`config.mk`:
```
export PLATFORM = sky130hd
export DESIGN_NAME = regfile_param
export DESIGN_NICKNAME = d
export VERILOG_FILES = /design/src/rtl/regfile_param.sv
export SDC_FILE = /design/constraint.sdc
export NUM_CORES = 1
export LEC_CHECK = 0
export BUFFER_PORTS_ARGS = -buffer_cell sky130_fd_sc_hd__buf_2
export CORE_MARGIN = 10
export CORE_UTILIZATION = 55
export CTS_CLUSTER_DIAMETER = 150
export CTS_CLUSTER_SIZE = 8
export DETAILED_ROUTE_END_ITERATION = 10
export GPL_TIMING_DRIVEN = 0
export PLACE_DENSITY = 0.76
export SLEW_MARGIN = 20
export SYNTH_ARGS = -nofsm -noshare
export SYNTH_HDL_FRONTEND = slang
export SYNTH_SLANG_ARGS = --single-unit
```
`constraint.sdc`:
```
create_clock -name clk -period 2.5 [get_ports clk]
set_clock_uncertainty 0.1 [all_clocks]
set_input_delay 0.25 -clock clk [delete_from_list [all_inputs] [get_ports clk]]
set_output_delay 0.25 -clock clk [all_outputs]
set_load 0.05 [all_outputs]
```
`src/rtl/regfile_param.sv`:
```
// Parametrised multi-port register file: registered reads, two prioritised write
// ports, optional write-first bypass, optional hardwired-zero r0 and external top register.
module regfile_param #(
    parameter int unsigned  DW      = 8,
    parameter int unsigned  DEPTH   = 8,
    parameter int unsigned  NRD     = 2,
    parameter bit           BYPASS  = 1'b1,
    parameter bit           ZERO_R0 = 1'b0,
    parameter bit           EXT_TOP = 1'b1,
    localparam int unsigned AW      = $clog2(DEPTH)
) (
    input  logic              clk,
    input  logic              rst_n,
    input  logic [NRD*AW-1:0] ra,
    output logic [NRD*DW-1:0] rd,
    input  logic              we0,
    input  logic [AW-1:0]     wa0,
    input  logic [DW-1:0]     wd0,
    input  logic              we1,
    input  logic [AW-1:0]     wa1,
    input  logic [DW-1:0]     wd1,
    input  logic [DW-1:0]     ext_in,
    output logic              wr_drop
);

    localparam logic [AW-1:0] TopAddr = AW'(DEPTH - 1);

    function automatic logic is_ro(input logic [AW-1:0] a);
        return (ZERO_R0 && (a == '0)) || (EXT_TOP && (a == TopAddr));
    endfunction

    logic collide;
    logic wr0_ok;
    logic wr1_ok;
    logic drop_d;

    always_comb begin
        collide = we0 && we1 && (wa0 == wa1);
        wr1_ok  = we1 && !is_ro(wa1);
        wr0_ok  = we0 && !is_ro(wa0) && !collide;
        // A collision drops port 0 even when port 1 itself targets a read-only register.
        drop_d  = (we0 && is_ro(wa0)) || (we1 && is_ro(wa1)) || collide;
    end

    logic [DW-1:0] mem_q [DEPTH];

    always_ff @(posedge clk) begin
        if (!rst_n) begin
            for (int unsigned i = 0; i < DEPTH; i++) begin
                mem_q[i] <= '0;
            end
        end else begin
            if (wr0_ok) mem_q[wa0] <= wd0;
            if (wr1_ok) mem_q[wa1] <= wd1;
        end
    end

    logic [NRD*DW-1:0] rd_d;

    always_comb begin
        rd_d = '0;
        for (int unsigned i = 0; i < NRD; i++) begin
            if (ZERO_R0 && (ra[i*AW +: AW] == '0)) begin
                rd_d[i*DW +: DW] = '0;
            end else if (EXT_TOP && (ra[i*AW +: AW] == TopAddr)) begin
                rd_d[i*DW +: DW] = ext_in;
            end else if (BYPASS && wr1_ok && (wa1 == ra[i*AW +: AW])) begin
                rd_d[i*DW +: DW] = wd1;
            end else if (BYPASS && wr0_ok && (wa0 == ra[i*AW +: AW])) begin
                rd_d[i*DW +: DW] = wd0;
            end else begin
                rd_d[i*DW +: DW] = mem_q[ra[i*AW +: AW]];
            end
        end
    end

    always_ff @(posedge clk) begin
        if (!rst_n) begin
            rd      <= '0;
            wr_drop <= 1'b0;
        end else begin
            rd      <= rd_d;
            wr_drop <= drop_d;
        end
    end

endmodule
```
Yosys cells after proc, flatten, opt, wreduce, memory -nomap -nowiden
Memory sizes are Yosys's and may differ from the RTL's. Cells that the tools add are included. Widths: inputs -> output; s select.

Eq/ne operators: 9. Muxes and demuxes: 19. Reductions and logical operators: 18.

Operators by type and width (number): $mux 8 (8); $reduce_or 8->1 (2); $eq 3x3->1 (5); $eq 3x3->1 const B (4); $logic_and 1x1->1 (11); $mux 1 (9); $mux 3 (2); $logic_not 1->1 (3); $logic_or 1x1->1 (2).

Register bits: 17. RAM bits: 64. Output and inout port bits: 17. Memories kept: 1.

Memories: mem_q (words 8, bits a word 8, rd ports 2, clocked after memory_dff 0, wr ports 8, line 45) `logic [DW-1:0] mem_q [DEPTH];`.

Depth between registers and ports, before layout
Word-level depth: 9. Depth in mapped cells: 8. Gate-level depth less buffers: 5.

Worst setup path before layout
No wires, ideal clock.

Kind: input-to-reg. From: input port wa1[2]. To: memory mem_q[6][0], enable pin. Arrival: 1863 ps. Path slack: 243 ps. Stages on the path: 7. Path through: buf_6 > xor2_1 > nor4_4 > nor3_2 > and3_1 > buf_6 > or3_1.

RTL lines: start: declaration (line 20) `input logic [AW-1:0] wa1,`; end: declaration (line 45).

==> impl_metrics.toml <==
[timing]
slew_viol_final = 0
layout_setup_ws_ns = 0.0750
relSlewSlack_pct = 32.2
hold_violations = 0
fmax_mhz = 412
period_needed_ns = 2.42
worst-slew-pin-transition_ns = 1.01
finalCritPeriodShare_pct = 97.0
setup_violations = 0

[setup_path]
crit_required_ns = 2.40
start_kind = "primary input"
end_kind = "flip-flop"
cp.arrival_ns = 2.32
path_class = "primary input to flip-flop"
worst-path-max-fanout = 17

[global_route]
grt_max_degree = 18
gr-total-overflow = 0
antenna_found_initial = 0
track_usage_pct = 21.9
grt_first_pass_wirelength_um = 21400
grt_pass1_vias = 3745

[cells_and_area]
final_cell_mix = "64 x edfxtp_1, 56 x a22o_1, 42 x buf_2"
multiInputGateArea_mm2 = 0.00232
final_common_cell = "edfxtp_1"
nNetsFinal = 434
seqCellArea_mm2 = 0.00226
syn_to_final_growth_pct = 12.9
n_antenna_cell = 0
nFillCells = 639
final_layout_size_suffix_gt1_share_pct = 32.3

[status]
outcome = "complete, no violations"

[flow_run]
maxCapViolCount = 0

[cts]
cts_sinks = 81
clkLatencyLatePin_ns = 0.35
holdBufCountCts = 0
htreeDepth = 3
cts_buffer_depth = 2
cts_made_buffers = 9
clkSlewWorstSetupHoldPaths_ns = 0.09
cts_tree = "done"
cts_root_buf = "clkbuf_8"

[drt]
dr.pass1.iters = 5
ant_nets = 0
avgViaCountPerCell = 7.26
wire_per_inst_um = 28.4
drc_errors = 0
vias = 3660
routed_wirelength_um = 14300
drt-initial-drc-count = 443

[synthesis]
synthTopCellsByArea = "edfxtp_1 41%, mux4_2 15%, a22o_1 10%"
synth_cell_types = 34
synth_edf_count = 64
ys_ff_latch = 81
syn_inst = 344
avgSynthCellArea_um2 = 13.8
synthFlopType = "edfxtp_1"
async_reset_ff_share_pct = 0
ys_warn_count = 0
synth.yosys.seq_area_share_pct = 47.8
syn_area_mm2 = 0.00473
synth_top_area_share_pct = 40.6
yosysTopAreaCell = "edfxtp_1"

[power_and_ir_drop]
power_density_mw_per_mm2 = 623
p_leak_uw = 0.00188
total_power_uw = 3330
ir_drop_v = 0.000275

[placed_design]
gp_congestion = 0.859
portBuffers = 30
post-place-ws_ns = -0.487
dp.final_hpwl_um = 9910

[floorplan]
coreArea_mm2 = 0.00830
die_w_um = 113
die-area_mm2 = 0.0127
std_cell_rows = 33
ios = 57
die-height_um = 113
start_util_pct = 57.0

[min_path]
hold_class = "primary input to flip-flop"
## flip-flops by register name, summed over array words and instances (netlist names)
signal / flops
mem_q: 64
rd: 16
wr_drop: 1
## what timing repair did
item | 4_1_cts | 5_1_grt
endpoints found under the setup margin | 32 | 41
pin swaps | 0 | 1
resized for setup | 5 | 5
buffers inserted | 0 | 2
## area by class of cell
class,count,share of cell area [%]
Multi-Input combinational cell,224,43.5
Tap cell,105,2.46
Sequential cell,81,42.3
Timing Repair Buffer,32,3.32
Clock buffer,16,4.17
Inverter,3,0.211
Buffer,43,4.03
## cell usage after synthesis (5+ instances only)
cell and number:
a21oi_1 17, a22o_1 56, buf_1 18, buf_2 12
buf_6 5, clkbuf_1 7, dfxtp_1 17, edfxtp_1 64
mux2_2 16, mux2i_1 16, mux4_2 32, nand2_1 5
nand3_1 7, nor2_1 7, o221ai_1 16, or3_1 8
xnor2_1 6, xor2_1 9
## path summary, 6_finish.rpt
kind                                   from           to  slack (ns)  cells past startpoint
worst max-delay path                  rst_n  mem_q[1][7]        0.08                      6
worst min register to register  mem_q[5][7]       rd[15]        0.81                      4
worst max register to register  mem_q[7][0]        rd[8]        0.77                      4
worst min-delay path              ext_in[1]        rd[9]        0.15                      3
## per-stage QoR
stage	cells	setup TNS, ns	hold WS, ns	utilization, %	cell area [µm²]
after CTS	502	0	0.149	63.7	5290
final	504	0	0.154	64.4	5350
after detailed placement	486	-17.00	0.516	60.8	5050
after global routing	504	-0.0715	0.162	64.4	5350
after floorplan	351	0	0.392	-	4760
after global placement	486	-13.13	0.509	60.8	5040
## where the power goes
part           internal, µW  total (µW)  switching, µW
Clock                   566        1030            462
Combinational           262         684            422
Sequential             1570        1620           48.6
Total                  2400        3330            933
## kinds of logic after synthesis
| kind of cell | Yosys count | synth area share [%] |
|---|---|---|
| AND/OR/NAND/NOR | 47 | 6.92 |
| buffers and inverters | 46 | 4.78 |
| AO/OA/AOI/OAI | 90 | 15.2 |
| flip-flops | 81 | 47.8 |
| other | 1 | 0.0792 |
| XOR/XNOR | 15 | 2.77 |
| multiplexers | 64 | 22.4 |
## routing by layer
layer,track usage [%],share of wire [%]
met5,0,0
met3,6.13,13
met1,27.0,36
met4,10.2,3.1
met2,34.8,48
## critical path, stage by stage
cell and delay [ns]:
buf_2 0.23, inv_2 0.24, or3_1 0.40, clkbuf_1 0.22, nor2_2 0.49, or3_1 0.48
Note: power is estimated with default switching activity, not from simulation.
